### config.mk
export PLATFORM = sky130hd
export DESIGN_NAME = uart_rx
export DESIGN_NICKNAME = d
export VERILOG_FILES = /design/src/rtl/uart_rx.sv
export SDC_FILE = /design/constraint.sdc
export NUM_CORES = 1
export LEC_CHECK = 0
export BUFFER_PORTS_ARGS = -buffer_cell sky130_fd_sc_hd__buf_2
export CAP_MARGIN = 40
export CORE_ASPECT_RATIO = 0.6
export CORE_MARGIN = 4
export CORE_UTILIZATION = 54
export DETAILED_ROUTE_END_ITERATION = 7
export PLACE_DENSITY = 0.83
export SYNTH_ARGS = -nofsm -noshare
export SYNTH_HDL_FRONTEND = slang
export SYNTH_SLANG_ARGS = --single-unit
### constraint.sdc
create_clock -name CLK -period 2.4 [get_ports CLK]
set_input_delay 0 -clock CLK [delete_from_list [all_inputs] [get_ports CLK]]
set_output_delay 0 -clock CLK [all_outputs]
set_load 0.01 [all_outputs]
### src/rtl/uart_rx.sv
// uart_rx: oversampling UART receiver (start, 8 data LSB-first, opt parity, stop).
// CLK/RST, RX_IN line, Prescale/PAR_EN/PAR_TYP config; P_DATA + data_valid out.
module uart_rx #(
  parameter int DATA_WIDTH     = 8,
  parameter int PRESCALE_WIDTH = 6
) (
  input  logic                      CLK,
  input  logic                      RST,
  input  logic                      RX_IN,
  input  logic [PRESCALE_WIDTH-1:0] Prescale,
  input  logic                      PAR_EN,
  input  logic                      PAR_TYP,
  output logic [DATA_WIDTH-1:0]     P_DATA,
  output logic                      data_valid
);
  localparam int PW = PRESCALE_WIDTH;
  localparam int DW = DATA_WIDTH;
  localparam int BW = (DW > 1) ? $clog2(DW) : 1;

  localparam logic [BW-1:0] LAST_BIT = BW'(DW - 1);
  localparam logic [PW-1:0] ONE      = PW'(1);
  localparam logic [PW-1:0] TWO      = PW'(2);

  localparam logic [2:0] IDLE   = 3'd0;
  localparam logic [2:0] START  = 3'd1;
  localparam logic [2:0] DATA   = 3'd2;
  localparam logic [2:0] PARITY = 3'd3;
  localparam logic [2:0] STOP   = 3'd4;

  logic [2:0]    state;
  logic [PW-1:0] p_reg;
  logic [PW-1:0] edge_cnt;
  logic [BW-1:0] bit_cnt;
  logic          par_en_r;
  logic          par_typ_r;
  logic          par_err;
  logic          stp_err;
  logic [2:0]    smp;
  logic [DW-1:0] data_sr;

  logic [PW-1:0] half;
  logic          last_edge;
  logic          decide;
  logic          maj;
  logic          par_exp;

  always_comb begin
    half      = p_reg >> 1;
    last_edge = (edge_cnt == p_reg - ONE);
    decide    = (edge_cnt == half + TWO);
    maj       = (smp[0] & smp[1]) |
                (smp[0] & smp[2]) |
                (smp[1] & smp[2]);
    par_exp   = (^data_sr) ^ par_typ_r;
  end

  // The detection cycle in IDLE is edge 0 of the start bit, so the
  // counter leaves IDLE already at 1 and a frame is exactly
  // (10 + PAR_EN) * P cycles long.  edge_cnt wraps naturally, so
  // even an illegal Prescale always reaches last_edge.
  always_ff @(posedge CLK or negedge RST) begin
    if (!RST) begin
      state      <= IDLE;
      p_reg      <= '0;
      edge_cnt   <= '0;
      bit_cnt    <= '0;
      par_en_r   <= 1'b0;
      par_typ_r  <= 1'b0;
      par_err    <= 1'b0;
      stp_err    <= 1'b0;
      smp        <= '0;
      data_sr    <= '0;
      P_DATA     <= '0;
      data_valid <= 1'b0;
    end else begin
      data_valid <= 1'b0;
      if (state != IDLE) begin
        edge_cnt <= last_edge ? '0 : edge_cnt + ONE;
        if (edge_cnt == half - ONE) smp[0] <= RX_IN;
        if (edge_cnt == half)       smp[1] <= RX_IN;
        if (edge_cnt == half + ONE) smp[2] <= RX_IN;
      end
      unique case (state)
        IDLE: begin
          if (!RX_IN) begin
            state     <= START;
            edge_cnt  <= ONE;
            p_reg     <= Prescale;
            par_en_r  <= PAR_EN;
            par_typ_r <= PAR_TYP;
            par_err   <= 1'b0;
            stp_err   <= 1'b0;
            bit_cnt   <= '0;
          end
        end
        START: begin
          if (decide && maj) begin
            state    <= IDLE;
            edge_cnt <= '0;
          end else if (last_edge) begin
            state <= DATA;
          end
        end
        DATA: begin
          if (decide) data_sr[bit_cnt] <= maj;
          if (last_edge) begin
            if (bit_cnt == LAST_BIT) begin
              bit_cnt <= '0;
              state   <= par_en_r ? PARITY : STOP;
            end else begin
              bit_cnt <= bit_cnt + 1'b1;
            end
          end
        end
        PARITY: begin
          if (decide && (maj != par_exp)) par_err <= 1'b1;
          if (last_edge) state <= STOP;
        end
        STOP: begin
          if (decide && !maj) stp_err <= 1'b1;
          if (last_edge) begin
            state <= IDLE;
            if (!par_err && !stp_err) begin
              P_DATA     <= data_sr;
              data_valid <= 1'b1;
            end
          end
        end
        default: begin
          state    <= IDLE;
          edge_cnt <= '0;
        end
      endcase
    end
  end

endmodule

==> results.md, run 1 <==
- Biggest regs: P_DATA: 8 flops, data_sr: 8 flops
- Synth Area in XOR/XNOR: 11.9%
- Area delta synth->final: 27.1%
- Simple-gate share of the synthesized area: 16.8%
- GRT Residual Overflow: 0
- Io pins: 20
- Synth top area cells: dfrtp_1, mux2_2, xnor2_1
- Gpl congestion: 0.992
- DRT iter0 DRCs: 291
- Final core occ: 71.0%
- Worst vdd ir: 874 uV
- PD cells: 1150 nW/um2
- Met2 WL post-DR: 2900 um
- Clock Skew: 0.00942 ns
- Diode count: 0
- Peak Freq: 0.419 GHz
- First-pass GRT wire length: 10400 um
- Worst endpoint required time: 2.59 ns
- Post-synth EDFFs: 0
- Wire per inst: 18.8 um
- Seq cells post-synth: 42
- Reg2reg path depth: 9
- Met3 wire len: 598 um
- DP Worst Slack: -0.0953 ns
- Worst skew pair latency: 0.30 ns
- Core Area: 4590 um2
- Setup violators final: 0
- Tightest Hold Check Type: in -> async
- Mean Syn Cell Area: 10.1 um2
- Pleak: 1.48 nW
- Reg2reg setup slack: 0.02 ns
- Worst path arrival time: 2.58 ns
- Initial antenna violation count: 0
- FF-to-FF Start: p_reg[3]
- TritonCTS clock tree: done
- Outcome: complete, no violations
- Max_cap viols: 0
- Placed cell count: 346
- Fin crit period: 2.38 ns
- Starting Density: 55.9%
- Clk buf depth: 2
- Sequential-to-total area share from yosys stat: 41.0%
- Pin count of the biggest net entering global routing: 36
- Area share of the largest cell type after synthesis: 41.0%
- Final Hold Slack: 0.0624 ns
- Non-Filler Instances: 364
- Nets: 321
- All-Layer GR Usage: 22.6%
- TNS Setup: 0 ns
- Async S/R FF share, synth: 100%
- Synth unique cells: 47
- Placement Rows: 19
- Startpoint types: flip-flop
- Final slew viol count: 0
- DRC: 0
- Setup WS post-layout: 0.0153 ns
- Post-DRT Antenna Nets: 0
- Synth warn: 0
- DR top layer: met4
- Cell Area, Synth: 2560 um2
- Crit Path Max Fanout: 9
- Area leader, netlist: dfrtp_1
- Share of layout cells above drive strength 1: 35.9%
- Crit end category: flip-flop
- Clock Tree Root: clkbuf_8
- RR Endpoint: P_DATA[1]
- Final worst path period share: 99.4%
- Die ar.: 5950 um2
- TritonRoute pass-1 iters: 6
- Largest family of logic cells by synthesized area: simple AND/OR/NAND/NOR gates
- Clock transition at the registers of the reported paths: 0.09 ns
- Buffers on Ports: 19
- Total CTS buffers: 5
- Net Count, Synth: 274
- H-Tree Depth: 2
- Die Span Y: 61.4 um
- WL met1: 3170 um
- Mapped Cells: 253
- Die width: 97.0 um
- Fin. Hold Viols: 0
- Drt total wl: 6860 um
- Worst-margin pin slew: 0.511 ns
- Mux contribution to synthesized area: 11.4%
- Vias after detailed routing: 2176
- Hpwl dp: 4600 um
- Vias in the first global route: 2111
- Worst slew margin: 65.8%
- Routed vias/inst: 5.98
- Clock sink count: 42
- WS Path Type: reg -> reg
- Synth Area in Adders: 5.27%
- Synth Area in Compound Gates: 9.96%
- Top FF cell, synth: dfrtp_1
-- how the worst max path moves through the flow --
stage | start | to | slack (ns)
finish | p_reg[3] | P_DATA[1] | 0.02
CTS | p_reg[3] | state[0] | 0.005
floorplan | p_reg[3] | P_DATA[0] | 0.02
global route | p_reg[2] | data_sr[1] | -0.05
detailed placement | p_reg[2] | data_sr[0] | -0.1
global placement | p_reg[2] | data_sr[2] | 0.02
-- metal layers --
metal,GRT usage [%],up-vias
li1,-,982
met4,9.00,0
met3,6.56,28
met5,0,-
met1,32.2,1034
met2,32.6,132
-- final cells by class --
type | count | area (um2)
clock buffer | 5 | 68.8
clock inverter | 3 | 68.8
fill | 301 | 1330
inverter | 8 | 32.5
multi-input combinational | 190 | 1560
sequential | 42 | 1050
tap | 63 | 78.8
timing repair buffer | 53 | 398
-- power by group --
part / switching (W) / total, W / leakage, nW / internal, W
combinational: 0.00105 / 0.00199 / 0.853 / 0.000939
sequential: 0.000247 / 0.00109 / 0.558 / 0.000847
clock: 0.000261 / 0.000678 / 0.0683 / 0.000417
-- cells by family (layout without fill, tap and decap cells) --
group           Yosys count  count (layout)
simple gates             81              81
xor+xnor                 33              33
mux                      26              26
fa+ha+maj                11              11
flops                    42              42
compound gates           39              39
buf+inv                  21              69
-- cell usage after synthesis (3+ instances only) --
cell type / instances
nand4_1: 5
xnor2_1: 19
xor2_1: 13
nand3_1: 7
mux2_2: 25
nand2b_1: 6
o31ai_1: 5
o21ai_0: 13
clkbuf_1: 9
nor2_1: 14
inv_1: 8
a21oi_1: 6
nand2_1: 21
ha_1: 10
dfrtp_1: 42
nor3_1: 9
a21boi_0: 3
-- cells in the final DEF (no fill, tap or decap), types with 3 or more instances in the layout --
cell type,n
ha_2,3
xor2_1,12
nand3_1,6
dlygate4sd3_1,9
xnor2_1,17
ha_1,6
nand2b_1,5
nand4_1,5
o31ai_1,5
inv_1,5
a21oi_1,6
buf_4,23
dfrtp_1,41
buf_2,19
clkbuf_8,5
nor2_1,14
nand2_1,20
nor3_2,4
mux2_2,23
o21ai_0,11
nor3_1,5
-- critical path, stage by stage (launching register included) --
cell and delay, ns:
dfrtp_2 0.47, inv_4 0.10, ha_2 0.19, or2b_2 0.31, nand3_1 0.12, nand4b_1 0.16, nand2b_4 0.21, nor4_4 0.19
buf_12 0.18, mux2_2 0.34
-- stage by stage --
step,total power (W),area (um2)
floorplan,0.00220,2560
global placement,0.00268,2860
detailed placement,0.00277,2880
CTS,0.00350,3120
global route,0.00396,3260
finish,0.00376,3260
-- repair_timing --
action / 4_1_cts / 5_1_grt
endpoints found under the hold margin: 50 / 0
gates resized for setup: 5 / 30
pin swaps: 0 / 6
endpoints found under the setup margin: 14 / 25
buffers inserted: 0 / 1
hold buffers: 9 / 0
(Power assumes the default switching activity.)
==> inputs of run 2 (changes only) <==
- CORE_UTILIZATION: 54 -> 60
- PLACE_DENSITY: 0.83 -> 0.87
- clock period: 2.4 -> 3.1 ns (I/O delays scaled with it)
==> results.md, run 2 (synthesized netlist as in run 1, its figures left out) <==
- Clock sink count: 42 (unchanged)
- Fin. Hold Viols: 0 (unchanged)
- Commonest non-fill, non-tap cell in the layout: dfrtp_1
- Wire per inst: 17.3 um (-8.1%)
- All-Layer GR Usage: 23.7% (+1.1 points)
- Die ar.: 5420 um2 (-9.0%)
- Setup violators final: 0 (unchanged)
- Clock Tree Root: clkbuf_8
- Initial antenna violation count: 0 (unchanged)
- GRT Residual Overflow: 0 (unchanged)
- Clock Skew: 0.0153 ns (+0.00593 ns)
- Worst endpoint required time: 3.29 ns (+0.70 ns)
- Tightest Hold Check Type: in -> reg
- TNS Setup: 0 ns (unchanged)
- Pleak: 1.35 nW (-9.0%)
- Total power: 0.00253 W (-33%)
- First-pass GRT wire length: 9790 um (-6.1%)
- Cell area after layout: 2950 um2 (-9.6%)
- TritonRoute pass-1 iters: 5 (-1)
- Hpwl dp: 4250 um (-7.7%)
- Core Area: 4120 um2 (-10%)
- Placement Rows: 18 (-1)
- Crit-path leading delay family: simple AND/OR/NAND/NOR gates
- Gpl congestion: 0.897 (-9.5%)
- Crit-path slowest cell: o21ai_0
- Pin count of the biggest net entering global routing: 28 (-22%)
- Area delta synth->final: 14.9%
- DRC: 0 (unchanged)
- H-Tree Depth: 2 (unchanged)
- Post-DRT Antenna Nets: 0 (unchanged)
- Final worst path period share: 96.0% (-3.4 points)
- Worst-margin pin slew: 0.600 ns (+0.0898 ns)
- Nets: 301 (-6.2%)
- Die Span Y: 58.6 um (-4.5%)
- Max incr delay on CP: 0.57 ns (+0.10 ns)
- Final slew viol count: 0 (unchanged)
- Worst slew margin: 59.6% (-6.3 points)
- Routed vias/inst: 6.03 (+0.81%)
- Io pins: 20 (unchanged)
- Final-layout fill cell count: 293 (-2.7%)
- CP bufs+invs: 1 (-1)
- Startpoint types: flip-flop
- Worst path arrival time: 3.16 ns (+0.58 ns)
- Die width: 92.4 um (-4.7%)
- Clock transition at the registers of the reported paths: 0.09 ns (about the same)
- Starting Density: 62.2% (+6.3 points)
- Worst skew pair latency: 0.31 ns (about the same)
- DP Worst Slack: 0.343 ns (+0.438 ns)
- Total CTS buffers: 5 (unchanged)
- Vias in the first global route: 1921 (-9.0%)
- Commonest cells after routing, fill and taps aside: dfrtp_1, mux2_2, nand2_1, xnor2_1, buf_2
- TritonCTS clock tree: done
- Register area: 1050 um2 (-0.12%)
- Critical-path cell list: inv_1 > ha_1 > nor3b_1 > nand2_1 > xnor2_1 > nand2b_1 > o21ai_0 > mux2_2
- PD cells: 859 nW/um2 (-26%)
- Peak Freq: 0.336 GHz (-20%)
- Final Hold Slack: 0.0399 ns (-0.0225 ns)
- Fin crit period: 2.97 ns (+0.590 ns)
- Crit end category: flip-flop
- Drt total wl: 5910 um (-14%)
- Setup WS post-layout: 0.125 ns (+0.110 ns)
- Share of layout cells above drive strength 1: 22.4% (-13 points)
- Buffers on Ports: 19 (unchanged)
- Outcome: complete, no violations
- Area after DPL: 2720 um2 (-5.5%)
- Worst vdd ir: 510 uV (-42%)
- Max_cap viols: 0 (unchanged)
- Multi-input gate area: 1420 um2 (-9.2%)
- Clk buf depth: 2 (unchanged)
- Biggest regs: P_DATA: 8 flops, data_sr: 8 flops
- DRT iter0 DRCs: 296 (+1.7%)
- RSZ-0062 raised after global routing: false
- Crit Path Max Fanout: 8 (-1)
- WS Path Type: reg -> reg
- Vias after detailed routing: 2055 (-5.6%)
- Diode count: 0 (unchanged)
==> run 2: changes by cell type in the layout (fill, tap and decap cells not counted), sizes merged <==
cell  previous run  this run
buf             44        24
==> run 2: where the power goes <==
part	total (W)	internal [W]	switching, W
clock network	0.000531	0.000323	0.000208
registers	0.000861	0.000654	0.000207
logic	0.00114	0.000510	0.000627
==> run 2: path summary, 6_finish.rpt <==
check                      cells after the start  slack [ns]     endpoint       from
setup / recovery                               8        0.13     state[0]   p_reg[2]
hold / removal                                 3        0.04  edge_cnt[1]      RX_IN
setup reg to reg                               8        0.13     state[0]   p_reg[2]
hold reg to reg                                1        0.51    P_DATA[4]  P_DATA[4]
max in group asynchronous                      3        2.47     state[0]        RST
min in group asynchronous                      2        0.14  edge_cnt[0]        RST
==> run 2: per-stage QoR <==
step / instances / utilization [%]
2_1_floorplan: 253 / -
3_3_place_gp: 323 / 65.5
3_5_place_dp: 324 / 65.9
4_1_cts: 341 / 71.5
5_1_grt: 341 / 71.5
6_report: 341 / 71.5
==> run 2: layout make-up <==
| type | instances | share of cell area, % |
|---|---|---|
| tap | 60 | 2.55 |
| sequential | 42 | 35.7 |
| clock buffer | 5 | 2.34 |
| inverter | 8 | 1.02 |
| timing repair buffer | 33 | 7.99 |
| multi-input combinational | 190 | 48.1 |
| clock inverter | 3 | 2.34 |
==> run 2: worst reg2reg max path: cells and delay by family, from the launching register on <==
family	cells	cell delay, ns
simple gates	3	0.73
mux	1	0.41
flops	1	0.50
buf+inv	1	0.19
fa+ha+maj	1	0.26
compound gates	1	0.57
xor+xnor	1	0.20
==> run 2: repair_timing <==
| item | CTS | global route |
|---|---|---|
| endpoints found under the hold margin | 50 | 0 |
| gates resized for setup | 0 | 0 |
| hold buffers | 9 | 0 |
| setup buffers | 0 | 0 |
| setup endpoints to repair | 0 | 0 |
==> run 2: per-layer routing <==
metal | vias to the layer above | GRT usage (%) | share of wire (%)
met1 | 987 | 35.8 | 48
met3 | 11 | 6.51 | 9.9
met2 | 111 | 33.2 | 40
met5 | - | 0 | 0
met4 | 0 | 6.98 | 1.4
li1 | 946 | - | -
==> inputs of run 3 (changes only) <==
- ABC_AREA: default -> 1
==> results.md, run 3 <==
- Nets: 418 (+39%)
- DRT iter0 DRCs: 228 (-23%)
- Fin. Hold Viols: 0 (unchanged)
- TritonRoute pass-1 iters: 5 (unchanged)
- Net Count, Synth: 386 (+41%)
- Commonest non-fill, non-tap cell in the layout: nand2_1
- Worst vdd ir: 602 uV (+18%)
- Async S/R FF share, synth: 100% (unchanged)
- H-Tree Depth: 2 (unchanged)
- Buffers on Ports: 19 (unchanged)
- Max_cap viols: 0 (unchanged)
- Pleak: 1.59 nW (+18%)
- Top FF cell, synth: dfrtp_1
- Mapped Cells: 365 (+44%)
- Die width: 94.1 um (+1.9%)
- Met3 Use GR: 6.92% (+0.40 points)
- Die ar.: 5620 um2 (+3.7%)
- Area delta synth->final: 12.3%
- Clock sink count: 42 (unchanged)
- Clock Tree Root: clkbuf_8
- Gpl congestion: 1.04 (+16%)
- Setup WS post-layout: 0.816 ns (+0.691 ns)
- Worst-margin pin slew: 0.800 ns (+0.200 ns)
- CTS hold repair buffers: 9 (unchanged)
- Diode count: 0 (unchanged)
- Hpwl dp: 4760 um (+12%)
- Crit Path Max Fanout: 7 (-1)
- First-pass GRT wire length: 10500 um (+6.9%)
- Vias in the first global route: 2171 (+13%)
- Top-count cell post-synth: nand2_1
- GRT Max-Usage Layer: met1
- Commonest cells after routing, fill and taps aside: nand2_1, dfrtp_1, nand3_1, inv_1, nor2_1
- Routed vias/inst: 5.39 (-11%)
- Placement Rows: 18 (unchanged)
- Setup violators final: 0 (unchanged)
- Final worst path period share: 73.7% (-22 points)
- Sequential-to-total area share from yosys stat: 39.4% (-1.6 points)
- Post-synth EDFFs: 0 (unchanged)
- TritonCTS clock tree: done
- Wire per inst: 13.8 um (-21%)
- Share of layout cells above drive strength 1: 14.4% (-8.1 points)
- Drt total wl: 6290 um (+6.4%)
- Synth warn: 0 (unchanged)
- Initial antenna violation count: 0 (unchanged)
- Worst path arrival time: 2.47 ns (-0.69 ns)
- PD cells: 883 nW/um2 (+2.8%)
- GRT Residual Overflow: 0 (unchanged)
- Pin count of the biggest net entering global routing: 35 (+25%)
- Vias after detailed routing: 2464 (+20%)
- Peak Freq: 0.438 GHz (+30%)
- RSZ-0062 raised after global routing: false
- Die Span Y: 59.7 um (+1.8%)
- Seq cells post-synth: 42 (unchanged)
- Io pins: 20 (unchanged)
- Final slew viol count: 0 (unchanged)
- Post-DRT Antenna Nets: 0 (unchanged)
- Total CTS buffers: 5 (unchanged)
- Core Area: 4190 um2 (+1.6%)
- Met2 usage: 32.7% (-0.50 points)
- Fin crit period: 2.28 ns (-0.691 ns)
- Cts repair resizes: 0 (unchanged)
- Synth unique cells: 31 (-34%)
- Starting Density: 63.7% (+1.5 points)
- Area share of the largest cell type after synthesis: 39.4% (-1.6 points)
- Worst slew margin: 46.6% (-13 points)
- Cell Area, Synth: 2670 um2 (+4.1%)
- Synth top area cells: dfrtp_1, nand2_1, nand3_1
- All-Layer GR Usage: 24.7% (+0.99 points)
- Outcome: complete, no violations
- Met1 usage: 39.2% (+3.4 points)
- Post-CTS Setup Bufs: 0 (unchanged)
- Commonest cells in the synthesized netlist: nand2_1, dfrtp_1, nand3_1, inv_1, nor2_1
- Crit end category: flip-flop
- TNS Setup: 0 ns (unchanged)
- Biggest regs: P_DATA: 8 flops, data_sr: 8 flops
- Worst endpoint required time: 3.28 ns (about the same)
- Clock transition at the registers of the reported paths: 0.08 ns (about the same)
- Clk buf depth: 2 (unchanged)
- Worst skew pair latency: 0.30 ns (about the same)
- Final Hold Slack: 0.0927 ns (+0.0528 ns)
- DRC: 0 (unchanged)
- Clock Skew: 0.00723 ns (-0.00811 ns)
- WS Path Type: reg -> reg
- Tightest Hold Check Type: in -> async
- Startpoint types: flip-flop
- DP Worst Slack: 0.979 ns (+0.636 ns)
- Area leader, netlist: dfrtp_1
- Mean Syn Cell Area: 7.32 um2 (-28%)
[run 3: cell count changes in the layout (fill, tap and decap cells not counted), moves of 6 or more]
cell,before,now
nor2_1,14,21
o21ai_1,0,12
nand3_1,7,30
nand2_1,21,132
mux2_2,25,0
inv_2,0,13
xnor2_1,19,9
nand2b_1,6,0
inv_1,8,29
[run 3: critical path, stage by stage, from the launching register on]
cell	delay [ns]
dfrtp_1	0.46
inv_1	0.18
ha_1	0.33
xnor2_1	0.23
nand3_1	0.13
nor2_1	0.16
nand3_1	0.15
nand2_2	0.14
nand2_1	0.09
o21ai_2	0.23
nor2_1	0.08
[run 3: worst paths after layout]
kind / from / to / slack (ns) / cells after the start
max in group asynchronous: RST / par_err / 2.56 / 3
min in group CLK: RX_IN / smp[1] / 0.10 / 3
min: RST / par_typ_r / 0.09 / 2
max reg2reg: p_reg[2] / edge_cnt[2] / 0.82 / 10
max: p_reg[2] / edge_cnt[2] / 0.82 / 10
min reg2reg: P_DATA[5] / P_DATA[5] / 0.48 / 2
[run 3: through the flow]
stage	total power [W]	util, %	instances	instance area (um2)
after floorplan	0.00194	-	365	2670
after global placement	0.00220	67.1	440	2810
after detailed placement	0.00225	67.5	441	2830
after CTS	0.00260	71.6	457	3000
after global routing	0.00286	71.6	457	3000
final	0.00265	71.6	457	3000
[run 3: area by class of cell]
type	instances	area, um2
multi-input combinational	275	1410
tap	60	75.1
sequential	42	1050
clock inverter	2	10.0
fill	341	1190
timing repair buffer	29	205
clock buffer	5	68.8
inverter	44	175
[run 3: kinds of logic (layout without fill, tap and decap cells)]
group	after synthesis	in the layout	synth area share, %
AOI/OAI and AO/OA	38	38	7.83
xor gates and xnor gates	18	18	5.90
adders and majority gates	10	10	4.69
buffers and inverters	48	80	7.73
DFF	42	42	39.4
and+or+nand+nor	209	209	34.5
[run 3: layer usage]
layer  wire length [um]  part of all wire [%]
met3                566                   9.0
met1               3280                    52
met2               2390                    38
met5                  0                     0
met4                 52                  0.83
[run 3: power breakdown]
group / total (W) / switching (W) / internal [W]
Sequential: 0.000848 / 0.000178 / 0.000670
Combinational: 0.00146 / 0.000982 / 0.000476
Clock: 0.000340 / 0.000188 / 0.000151
